===== src/rtl/stopwatch_pkg.sv =====
// Shared types and helpers for the cascaded BCD timer.
// Holds the digit width, the largest legal digit value, the FSM state type and the digit clamp.
package stopwatch_pkg;

    localparam int BCD_W = 4;
    localparam logic [BCD_W-1:0] BCD_MAX = 4'd9;

    typedef enum logic [1:0] {
        ST_IDLE,
        ST_RUN,
        ST_PAUSE,
        ST_DONE
    } state_t;

    function automatic logic [BCD_W-1:0] clamp_digit(input logic [BCD_W-1:0] d);
        return (d > BCD_MAX) ? BCD_MAX : d;
    endfunction

endpackage


===== src/rtl/bcd_digit.sv =====
// Single BCD digit counter with load, up/down step and carry/borrow output.
// co is high when this digit is stepped while sitting on its wrap value.
module bcd_digit
    import stopwatch_pkg::*;
(
    input  logic             clk,
    input  logic             r,
    input  logic             en,
    input  logic             dir,
    input  logic             ld,
    input  logic [BCD_W-1:0] d,
    output logic [BCD_W-1:0] q,
    output logic             co
);

    assign co = en && (dir ? (q == '0) : (q == BCD_MAX));

    always_ff @(posedge clk) begin
        if (r) begin
            q <= '0;
        end else if (ld) begin
            q <= clamp_digit(d);
        end else if (en) begin
            if (dir) begin
                q <= (q == '0) ? BCD_MAX : q - 1'b1;
            end else begin
                q <= (q == BCD_MAX) ? '0 : q + 1'b1;
            end
        end
    end

endmodule


===== src/rtl/bcd_timer_chain.sv =====
// Cascaded BCD up/down timer with start/stop control and tick prescaler.
// Define BCD_TIMER_SATURATE_EN to stop in DONE at the terminal value instead of wrapping.
//
//   state    | meaning
//   ---------+-------------------------------------------------------------
//   ST_IDLE  | loaded or reset, waiting for s
//   ST_RUN   | counting one step per TICK_DIV tick pulses
//   ST_PAUSE | stopped by s, count and dir retained, divider cleared
//   ST_DONE  | terminal value reached (saturating build only), waits for ld
module bcd_timer_chain
    import stopwatch_pkg::*;
#(
    parameter int DIGITS   = 4,
    parameter int TICK_DIV = 1
) (
    input  logic                  clk,
    input  logic                  r,
    input  logic                  tick,
    input  logic                  s,
    input  logic                  ld,
    input  logic                  dir,
    input  logic [BCD_W*DIGITS-1:0] preval,
    output logic [BCD_W*DIGITS-1:0] count,
    output logic                  running,
    output logic                  done
);

    localparam int CW = BCD_W * DIGITS;
    localparam logic [15:0] DIV_LAST = 16'(TICK_DIV - 1);

    state_t      state;
    logic [15:0] div_cnt;
    logic        step;
    logic        load_en;
    logic        hold;
    logic        stop_sat;
    logic        done_set;
    logic [DIGITS:0] chain;

    assign step    = (state == ST_RUN) && tick && (div_cnt == DIV_LAST);
    assign load_en = ld && (state != ST_RUN);

`ifdef BCD_TIMER_SATURATE_EN
    localparam logic [CW-1:0] ALL9  = {DIGITS{BCD_MAX}};
    localparam logic [CW-1:0] ONE   = CW'(1);
    localparam logic [CW-1:0] NEAR9 = ALL9 - ONE;

    logic at_term;
    logic pre_term;

    assign at_term  = dir ? (count == '0) : (count == ALL9);
    assign pre_term = dir ? (count == ONE) : (count == NEAR9);
    // A step from the terminal value itself holds the count rather than wrapping.
    assign hold     = step && at_term;
    assign stop_sat = step && (at_term || pre_term);
    assign done_set = stop_sat;
`else
    assign hold     = 1'b0;
    assign stop_sat = 1'b0;
    assign done_set = chain[DIGITS];
`endif

    assign chain[0] = step && !hold;

    for (genvar i = 0; i < DIGITS; i++) begin : g_digit
        bcd_digit u_digit (
            .clk (clk),
            .r   (r),
            .en  (chain[i]),
            .dir (dir),
            .ld  (load_en),
            .d   (preval[i*BCD_W +: BCD_W]),
            .q   (count[i*BCD_W +: BCD_W]),
            .co  (chain[i+1])
        );
    end

    always_ff @(posedge clk) begin
        if (r) begin
            state   <= ST_IDLE;
            running <= 1'b0;
            done    <= 1'b0;
            div_cnt <= '0;
        end else if (load_en) begin
            state   <= ST_IDLE;
            running <= 1'b0;
            done    <= 1'b0;
            div_cnt <= '0;
        end else begin
            case (state)
                ST_IDLE, ST_PAUSE: begin
                    div_cnt <= '0;
                    done    <= 1'b0;
                    if (s) begin
                        state   <= ST_RUN;
                        running <= 1'b1;
                    end
                end
                ST_RUN: begin
                    done <= done_set;
                    if (s || stop_sat || step) begin
                        div_cnt <= '0;
                    end else if (tick) begin
                        div_cnt <= div_cnt + 16'd1;
                    end
                    if (stop_sat) begin
                        state   <= ST_DONE;
                        running <= 1'b0;
                    end else if (s) begin
                        state   <= ST_PAUSE;
                        running <= 1'b0;
                    end
                end
                ST_DONE: begin
                    div_cnt <= '0;
                end
                default: begin
                    state   <= ST_IDLE;
                    running <= 1'b0;
                end
            endcase
        end
    end

endmodule


===== config.mk =====
export PLATFORM = sky130hd
export DESIGN_NAME = bcd_timer_chain
export DESIGN_NICKNAME = d
export VERILOG_FILES = /design/src/rtl/stopwatch_pkg.sv /design/src/rtl/bcd_digit.sv /design/src/rtl/bcd_timer_chain.sv
export SDC_FILE = /design/constraint.sdc
export NUM_CORES = 1
export LEC_CHECK = 0
export ABC_AREA = 1
export BUFFER_PORTS_ARGS = -buffer_cell sky130_fd_sc_hd__buf_2
export CAP_MARGIN = 25
export CORE_UTILIZATION = 43
export DETAILED_ROUTE_END_ITERATION = 16
export GPL_ROUTABILITY_DRIVEN = 0
export PLACE_DENSITY = 0.67
export SLEW_MARGIN = 20
export SYNTH_ARGS = -nofsm -noshare
export SYNTH_HDL_FRONTEND = slang
export SYNTH_SLANG_ARGS = --single-unit

===== constraint.sdc =====
create_clock -name clk -period 1.85 [get_ports clk]
set_clock_uncertainty 0.15 [all_clocks]
set_input_delay 0.37 -clock clk [delete_from_list [all_inputs] [get_ports clk]]
set_output_delay 0.37 -clock clk [all_outputs]
set_load 0.005 [all_outputs]

Word level (Yosys, flattened, before mapping)
Cells that the tools add are included.

storage, ports and cells
  bits in registers = 36
  bits in latches = 0
  RAM bits = 0
  memory bits (read-only) = 0
  input bits = 22
  output and inout bits = 18
  memories kept = 0

operators by class
  add/subtract/negate cells = 9
  multiply operators = 0
  div/mod/pow operators = 0
  order comparisons = 4
  equal/unequal tests = 11
  shift operators = 0
  multiplexer cells = 38
  bitwise logic cells = 0
  reduce and logical (&&, ||, !) cells = 23

operator list
  cell                   count
  $mux 4                 24
  $mux 16                2
  $pmux 16 s2            1
  $add 16x1->16 const B  1
  $add 4x1->4 const B    4
  $eq 4x4->1 const B     4
  $gt 4x4->1 const B     4
  $logic_not 16->1       1
  $logic_not 4->1        4
  $sub 4x1->4 const B    4
  $reduce_bool 2->1      5
  $logic_and 1x1->1      7
  $mux 1                 6
  $eq 2x2->1 const B     2
  $mux 2                 2
  $ne 2x2->1 const B     2
  $pmux 1 s2             2
  $pmux 2 s2             1
  $reduce_or 2->1        2
  $ne 3x2->1 const B     1
  $reduce_and 3->1       1
  $reduce_or 3->1        1
  $eq 2x1->1 const B     1
  $logic_not 2->1        1
  2 further kinds        2

Longest topological paths before layout
  depth in word-level cells = 8
  mapped depth = 13
  depth with buffers taken out = 13

By module
Synthesis repeated with hierarchy kept, for this count alone.

second synthesis, totals
  cell total of the unflattened synthesis = 458
  area total of the unflattened synthesis = 2712.6 µm²

modules (own cells, without submodules)
  module           times used  cells each  area each (µm²)  sequential area each (µm²)
  bcd_digit        4           63          360.3            80.1
  bcd_timer_chain  1           206         1271.2           380.4

Worst setup path before layout
Ideal clock, no wire load.

  kind = register to register
  from = register div_cnt[0]
  to = register g_digit[2].u_digit.q[3]
  arrival = 1.362 ns
  path slack = 0.225 ns
  stages on the path, launching flop included = 14
  cell sequence = dfxtp_1 -> inv_1 -> ha_1 -> nand2_1 -> clkinv_1 -> nand2_2 -> nor2_2 -> nand3_4 -> nor2_8 -> nand2_2 -> nand2_4 -> inv_2 -> nor2_1 -> nor2_1

on the way
  cells in the longest elaborated chain, start to end = 5

ends and longest elaborated chain
  item                             RTL line                RTL
  from (decl)                      bcd_timer_chain.sv:32   logic [15:0] div_cnt;
  from (signal assigned)           bcd_timer_chain.sv:104  div_cnt <= div_cnt + 16'd1;
  $logic_not 16->1                 bcd_timer_chain.sv:40   assign step = (state == ST_RUN) && tick && (div_cnt == DIV_LAST);
  $logic_and 1x1->1                bcd_timer_chain.sv:40
  $logic_and 1x1->1 (2 in series)  bcd_digit.sv:16         assign co = en && (dir ? (q == '0) : (q == BCD_MAX));
  $reduce_bool 2->1 (no line)      -
  to (signal assigned)             bcd_digit.sv:22         q <= clamp_digit(d);
  to (signal assigned)             bcd_digit.sv:25         q <= (q == '0) ? BCD_MAX : q - 1'b1;
  to (signal assigned)             bcd_digit.sv:27         q <= (q == BCD_MAX) ? '0 : q + 1'b1;
  to (decl)                        bcd_digit.sv:12         output logic [BCD_W-1:0] q,

Every way passes these cells.
A chain may end at the register's enable or synchronous reset.

Worst setup path in the final report
  from = register div_cnt[0]
  to = register g_digit[3].u_digit.q[0]

on the way
  cells in the longest elaborated chain, start to end = 6

ends and longest elaborated chain
  item                             RTL line
  $logic_not 16->1                 bcd_timer_chain.sv:40
  $logic_and 1x1->1                bcd_timer_chain.sv:40
  $logic_and 1x1->1 (3 in series)  bcd_digit.sv:16
  $reduce_bool 2->1 (no line)      -
  to (signal assigned)             bcd_digit.sv:22
  to (signal assigned)             bcd_digit.sv:25
  to (signal assigned)             bcd_digit.sv:27
  to (decl)                        bcd_digit.sv:12

Every way passes these cells.

==> flow_summary.yaml <==
run_status:
  status: "finished, final reports clean"
routing:
  first_pass_iters: 5
  vias: 2735
  via_per_inst: 5.06
  drtIter0Drc: 184
  ant_nets: 0
  drc: 0
  wl_microns: 6160
  avgRoutedWirePerCell_microns: 11.4
synth:
  syn-num-nets: 440
  synthCells: 416
  synth_top_family_by_area: "simple AND/OR/NAND/NOR gates"
  yosys.area_share.simple_pct: 43.9
  synth_compound_area_share_pct: 16.2
  synth_mux_area_share_pct: 0
  ys_types: 36
  avgSynthCellArea_sq_um: 6.13
  ys_warn_count: 0
  ys_ff_latch: 35
  yosysSeqAreaShare_pct: 27.5
  synthArstFlopShare_pct: 0
  synthFlopType: "dfxtp_1"
  yosys.area_share.adder_pct: 0.982
  synth-edff-count: 0
  synth_xor_area_share_pct: 1.03
  synthesis.area_sq_um: 2550
worst_setup_path:
  path_max_fanout: 5
  timing_worst_setup_path_type: "register to register"
  required_ns: 1.88
  rr_worst_depth: 13
  crit_path_start: "div_cnt[0]"
  critPathCaptureType: "register"
  r2r_setup_slack_ns: 0.12
  cp.arrival_ns: 1.76
  setup.worst_path.end: "g_digit[3].u_digit.q[0]"
  start_kind: "register"
  r2r-end: "g_digit[3].u_digit.q[0]"
  r2r-start: "div_cnt[0]"
clocking:
  clock_latency_ns: 0.29
  root_buffer: "clkbuf_8"
  clk_pin_slew_ns: 0.08
  cts_buffers: 5
  cts_max_level: 2
  cts_tree: "done"
  cts_sinks: 35
  clock_path_buffers: 2
timing:
  hold_ws_ns: 0.139
  post-route-period-util_pct: 93.7
  setup_slack_ns: 0.116
  slew_viol_final: 0
  worst_slew_pin_slew_ns: 0.410
  fmax_ghz: 0.577
  setup_viol: 0
  maxSlewHeadroom_pct: 72.6
  rsz0062_at_grt: "yes"
  setup_tns_ns: 0
  fin_crit_ns: 1.73
  hold_viol_final: 0
layout:
  layout_commonest_cell: "nand2_1"
  antennaDiodeCount: 0
  drive_gt1_share_pct: 23.1
  layout.nets: 491
  final_cell_mix: "102 x nand2_1, 71 x nor2_1, 47 x inv_1, 39 x buf_2, 32 x dfxtp_1"
  syn_to_final_growth_pct: 18.0
hold_path:
  hold_path_class: "input port to register"
placed_design:
  pre_cts_ws_ns: 0.0891
  io_buffers: 39
  place_hpwl_microns: 4790
global_route:
  grt_pass1_wl_microns: 10500
  grt_overflow: 0
  grt_pass1_vias: 2416
  antenna_found_initial: 0
  grt_max_degree: 15
  track_usage_pct: 20.7
run:
  cap_violations: 0
die:
  core_sq_um: 5610
  die_h_microns: 79.0
  rows: 27
  die_area_sq_um: 6240
  die_x_microns: 79.0
  initial_core_util_pct: 45.4
  io_pins: 40
power_and_ir_drop:
  peakVddDrop_mv: 0.424
  leakage_nw: 1.44
  power.density_nw_per_um2: 670
## through the flow
stage	instances	utilization (%)	total power, mW	area, sq um
4_1_cts	539	53.3	2.03	2990
3_5_place_dp	531	51.2	1.31	2870
5_1_grt	540	53.6	2.14	3010
6_report	540	53.6	2.02	3010
2_1_floorplan	416	-	1.17	2550
3_3_place_gp	531	51.2	1.31	2870
## worst min path at each step
stage                      from                 endpoint  cells past startpoint
finish                        r  g_digit[1].u_digit.q[0]                      2
global route                  r  g_digit[1].u_digit.q[0]                      2
CTS                           r  g_digit[1].u_digit.q[0]                      2
detailed placement  div_cnt[15]              div_cnt[15]                      2
global placement    div_cnt[15]              div_cnt[15]                      2
floorplan           div_cnt[15]              div_cnt[15]                      2
## flip-flops by register name, summed over array words and instances (netlist names)
name and cells:
state 2, div_cnt 16, g_digit.u_digit.q 16, done 1
## per-layer routing
metal / vias up / routed length (microns) / global-route usage, %
met5: - / 0 / 0
met2: 68 / 2860 / 34.2
met4: 0 / 38 / 6.36
met1: 1218 / 2980 / 27.3
li1: 1444 / - / -
met3: 5 / 283 / 3.45
## cell type report
class | instances | area, sq um
clock buffers | 5 | 68.8
clock inverters | 3 | 46.3
fillers | 609 | 2600
inverters | 59 | 224
multi-input cells | 315 | 1590
flip-flops and latches | 35 | 704
well taps | 72 | 90.1
repair buffers | 51 | 285
## cells in the mapped netlist (3+ instances only)
cell | number | share of area, %
nor2_4 | 4 | 1.8
inv_1 | 48 | 7.1
dfxtp_1 | 35 | 27
nand2_2 | 8 | 2.0
nand2_1 | 102 | 15
nor3_2 | 3 | 1.2
a21oi_1 | 23 | 4.5
o21ai_0 | 22 | 4.3
a31oi_1 | 5 | 1.2
xor2_1 | 3 | 1.0
nor2_2 | 7 | 1.7
a211oi_1 | 3 | 0.88
a211oi_2 | 3 | 1.5
nor3_1 | 8 | 1.6
nand2_4 | 3 | 1.3
clkbuf_1 | 3 | 0.44
nand3_1 | 21 | 4.1
nor2_1 | 71 | 10
nand4_1 | 7 | 1.7
o21ai_1 | 7 | 1.4
inv_2 | 10 | 1.5
## worst max-delay path, cell delays in order, from the launching register on
cell      delay (ns)
dfxtp_2         0.34
inv_2           0.08
ha_1            0.15
nand2_1         0.05
clkinv_1        0.05
nand2_2         0.06
nor2_4          0.11
nand3_4         0.11
nor2_8          0.14
nand3_4         0.10
nand2_2         0.10
nand2_1         0.06
nand2_1         0.06
nor2_1          0.05
## cell families after synthesis
group,count (synthesis)
adders and majority gates,2
DFF,35
xor gates and xnor gates,3
AOI/OAI and AO/OA,70
buffers and inverters,66
and+or+nand+nor,240
## report_power, final
group	leakage [nW]	internal (mW)	switching, mW
Clock	0.0548	0.406	0.306
Combinational	1.09	0.179	0.276
Sequential	0.287	0.790	0.0594
## repair_timing
item	4_1_cts	5_1_grt
setup buffers	0	1
resized for setup	0	7
hold buffers	0	0
endpoints found under the setup margin	0	21
No activity file was read; power rests on OpenSTA's default activity.
